## src/rtl/rst_sequencer.sv

```systemverilog
// Multi-channel reset sequencer: holds all downstream resets for a programmable time,
// then releases them one at a time in index order with a programmable gap between releases.
module rst_sequencer #(
    parameter int                     CHANNELS    = 4,
    parameter int                     HOLD_CYCLES = 16,
    parameter int                     STAGE_GAP   = 8,
    parameter int                     CNT_W       = 8,
    parameter logic [CHANNELS-1:0]    POLARITY    = {CHANNELS{1'b1}}
) (
    input  logic                clk,
    input  logic                rst,
    input  logic                req,
    output logic [CHANNELS-1:0] rst_out,
    output logic                busy,
    output logic                done
);

    localparam int IDX_W = (CHANNELS > 1) ? $clog2(CHANNELS) : 1;

    localparam logic [CNT_W-1:0] HOLD_LAST = CNT_W'(HOLD_CYCLES - 1);
    localparam logic [CNT_W-1:0] GAP_LAST  = CNT_W'(STAGE_GAP - 1);
    localparam logic [IDX_W-1:0] LAST_IDX  = IDX_W'(CHANNELS - 1);

    typedef enum logic [1:0] {
        HOLD  = 2'd0,
        STAGE = 2'd1,
        IDLE  = 2'd2
    } state_t;

    state_t           state;
    logic [CNT_W-1:0] cnt;
    logic [IDX_W-1:0] idx;

    // A trigger always wins over any release scheduled for the same edge; idx names the
    // next channel to release once the hold period has released channel 0.
    always_ff @(posedge clk) begin
        if (rst || req) begin
            state   <= HOLD;
            cnt     <= '0;
            idx     <= '0;
            rst_out <= POLARITY;
            busy    <= 1'b1;
            done    <= 1'b0;
        end else begin
            done <= 1'b0;
            case (state)
                HOLD: begin
                    if (cnt == HOLD_LAST) begin
                        cnt        <= '0;
                        rst_out[0] <= ~POLARITY[0];
                        if (CHANNELS == 1) begin
                            state <= IDLE;
                            busy  <= 1'b0;
                            done  <= 1'b1;
                        end else begin
                            state <= STAGE;
                            idx   <= IDX_W'(1);
                        end
                    end else begin
                        cnt <= cnt + 1'b1;
                    end
                end
                STAGE: begin
                    if (cnt == GAP_LAST) begin
                        cnt          <= '0;
                        rst_out[idx] <= ~POLARITY[idx];
                        if (idx == LAST_IDX) begin
                            state <= IDLE;
                            busy  <= 1'b0;
                            done  <= 1'b1;
                        end else begin
                            idx <= idx + 1'b1;
                        end
                    end else begin
                        cnt <= cnt + 1'b1;
                    end
                end
                IDLE: begin
                    rst_out <= ~POLARITY;
                    busy    <= 1'b0;
                end
                default: begin
                    state <= HOLD;
                    cnt   <= '0;
                    idx   <= '0;
                end
            endcase
        end
    end

endmodule

```

## config.mk

```make
export PLATFORM = sky130hd
export DESIGN_NAME = rst_sequencer
export DESIGN_NICKNAME = d
export VERILOG_FILES = /design/src/rtl/rst_sequencer.sv
export SDC_FILE = /design/constraint.sdc
export NUM_CORES = 1
export LEC_CHECK = 0
export CAP_MARGIN = 20
export CELL_PAD_IN_SITES_DETAIL_PLACEMENT = 0
export CELL_PAD_IN_SITES_GLOBAL_PLACEMENT = 2
export CORE_MARGIN = 4
export CORE_UTILIZATION = 33
export CTS_CLUSTER_DIAMETER = 50
export DETAILED_ROUTE_END_ITERATION = 10
export PLACE_DENSITY = 0.82
export SLEW_MARGIN = 0
export SYNTH_ARGS = -nofsm -noshare
export SYNTH_HDL_FRONTEND = slang
export SYNTH_SLANG_ARGS = --single-unit
```

## constraint.sdc

```tcl
create_clock -name clk -period 1.7 [get_ports clk]
set_input_delay 0.425 -clock clk [delete_from_list [all_inputs] [get_ports clk]]
set_output_delay 0.425 -clock clk [all_outputs]
set_load 0.05 [all_outputs]
```

==> metrics.md <==
| Metric | Value |
|---|---|
| Vias in the first global route | `890` |
| Drt initial violations | `25` |
| CP Launch Type | `input port` |
| Post-CTS Resized | `0` |
| WHS Path Cells | `1` |
| Syn Area/Cell | `8.78 µm²` |
| Syn Inst Count | `about 110` |
| Die Wd | `between 60 and 70 µm` |
| Final Hold Vio Count | `0` |
| Power density cells | `roughly 560 nW/µm²` |
| Ys async rst share | `0` |
| Worst hold endpoint | `rst_out[3]$_SDFFE_PP1P_` |
| Outcome | `complete, no violations` |
| Root Driver | `clkbuf_4` |
| RSZ-0062 raised after global routing | `yes` |
| Clock Sinks | `18` |
| WL final | `around 2.3 mm` |
| Cts hold-fix bufs | `0` |
| Worst reg-to-reg setup slack | `0.06 ns` |
| Dpl hpwl | `roughly 1.7 mm` |
| # rows | `19` |
| DRC viols | `0` |
| Layout Skew | `around 0.0049 ns` |
| Critical hold path startpoint | `rst_out[3]$_SDFFE_PP1P_` |
| RR Startpoint | `cnt[7]$_SDFFE_PP0N_` |
| Setup ws final | `between 0.03 and 0.04 ns` |
| Die height | `slightly above 60 µm` |
| Crit path kind | `in2reg` |
| Worst Path Max Fanout | `2` |
| Area grow syn2layout | `26.0%` |
| Final Max Slew Viols | `0` |
| Slew headroom | `0.739` |
| Total GRT Usage | `0.143` |
| Pre-CTS setup slack | `-0.275 ns` |
| Primary FF master, synth | `dfxtp_1` |
| Register-to-Register Path Depth | `3` |
| Initial antenna violation count | `0` |
| Share of cells above drive strength 1 | `0.305` |
| Vias | `888` |
| Most common cell after layout, fill and taps aside | `buf_4` |
| Max Fclk | `602 MHz` |
| Seq/Total Area, Yosys | `0.376` |
| Number of synthesized flops with an enable pin | `0` |
| R2R Path End | `cnt[3]$_SDFFE_PP0N_` |
| Mapped cell area | `957 µm²` |
| Worst-path clk slew | `0.11 ns` |
| CORE AREA | `approximately 2800 µm²` |
| DIE AREA | `3830 µm²` |
| Post-route ant nets | `0` |
| First-pass GRT wire length | `~4.0 mm` |
| Crit. End Element | `flip-flop` |
| Final Wtd Congestion | `between 0.7 and 0.8` |
| Final Cycle Share | `0.977` |
| Setup bufs post-CTS | `0` |
| Total grt overflow | `0` |
| Flops & latches, synth | `18` |
| Drt first pass iters | `4` |
| Average wire per standard cell | `around 15 µm` |
| Leakage | `approximately 0.42 nW` |
| Synth cell types | `37` |
| Slew @ Worst Pin | `between 0.3 and 0.4 ns` |
| Fin nets | `around 140` |
| Largest net degree at the start of global routing | `13` |
| Max clock buf depth | `2` |
| Period minus WS final | `between 1.5 and 2 ns` |
| Most frequent cells in the layout | `buf_4, dfxtp_1, a21oi_1` |
| Max VDD drop | `about 0.33 mV` |
| Ys Warns | `0` |
| Min-delay worst type | `reg2reg` |
| H-tree levels | `1` |
| I/O pins | `9` |
| Initial Util | `0.347` |
| Final setup fails | `0` |
| Required @ worst endpoint | `between 1.5 and 2 ns` |
| Net count after synthesis | `117` |
| Number of vias per cell | `approximately 5.6` |
| Clock Latency Late Sink | `between 0.2 and 0.3 ns` |
| # port buffers | `8` |
| Ant diodes | `0` |
| CTS tree | `done` |
| CP Data Arrival Time | `between 1.5 and 2 ns` |
| CTS Buf Count | `3` |
| Max cap viols | `0` |
| Total power | `roughly 0.00067 W` |
==> cell usage after synthesis, drive strengths merged (2+ instances only) <==
master | count | area [µm²]
nand2 | 5 | 21.3
o211ai | 2 | 15.0
dfxtp | 18 | 360
clkbuf | 4 | 15.0
nand3 | 5 | 25.0
or4 | 3 | 30.0
o21ai | 9 | 45.0
ha | 5 | 62.6
nand3b | 3 | 22.5
nor4 | 6 | 52.6
o311a | 2 | 20.0
or3 | 2 | 12.5
inv | 5 | 18.8
nor2 | 6 | 22.5
a21boi | 2 | 15.0
a21oi | 10 | 50.1
nor2b | 3 | 18.8
a21o | 3 | 22.5
==> flip-flops by register name, indices dropped and copies added, names as in the netlist <==
name and flops:
state 2, rst_out 4, idx 2, busy 1, cnt 8, done 1
==> power breakdown <==
| group | switching, W | internal [W] |
|---|---|---|
| sequential | 0.00000207 | 0.000424 |
| combinational | 0.0000143 | 0.0000146 |
| clock | 0.000135 | 0.0000825 |
==> worst max-delay path by stage <==
stage | startpoint | end | slack [ns] | cells after the start
6_report | req | idx[0]$_SDFFE_PP0P_ | 0.04 | 4
5_1_grt | req | idx[1]$_SDFFE_PP0P_ | -0.01 | 6
4_1_cts | cnt[0]$_SDFFE_PP0N_ | idx[0]$_SDFFE_PP0P_ | 0.02 | 5
3_5_place_dp | req | idx[0]$_SDFFE_PP0P_ | -0.28 | 4
3_3_place_gp | req | cnt[4]$_SDFFE_PP0N_ | -0.27 | 6
2_1_floorplan | cnt[0]$_SDFFE_PP0N_ | idx[0]$_SDFFE_PP0P_ | 0.12 | 5
==> layer usage <==
layer	track usage	vias up	routed length [µm]
met5	0	-	0
met2	0.224	20	1070
li1	-	445	-
met3	0.0393	2	106
met4	0.0545	0	28
met1	0.186	421	1110
==> worst max-delay path: stages <==
cell and delay, ns:
clkdlybuf4s50_1 0.41, or2_2 0.30, or4_4 0.52, o311ai_2 0.21
==> metrics by stage <==
step	utilization	hold slack (ns)	instances	instance area (µm²)	TNS (ns)
2_1_floorplan	-	0.469	109	957	0
3_3_place_gp	0.413	0.440	156	1140	-1.90
3_5_place_dp	0.413	0.453	156	1140	-1.98
4_1_cts	0.421	0.482	159	1160	0
5_1_grt	0.437	0.509	159	1210	-0.0167
6_report	0.437	0.475	159	1210	0
==> cell type report <==
cell class	count	area (µm²)
Sequential cell	18	364
Tap cell	31	38.8
Timing Repair Buffer	21	163
Clock buffer	3	22.5
Fill cell	272	1550
Multi-Input combinational cell	81	599
Inverter	5	18.8
==> kinds of logic (layout without fill, tap and decap cells) <==
family | Yosys count | after routing | synth area share
buffers and inverters | 10 | 29 | 0.0405
AO/OA/AOI/OAI | 37 | 37 | 0.260
AND/OR/NAND/NOR | 38 | 38 | 0.248
adder cells (fa/ha/maj) | 5 | 5 | 0.0654
XOR/XNOR | 1 | 1 | 0.00915
flip-flops | 18 | 18 | 0.376
(Power assumes the default switching activity.)
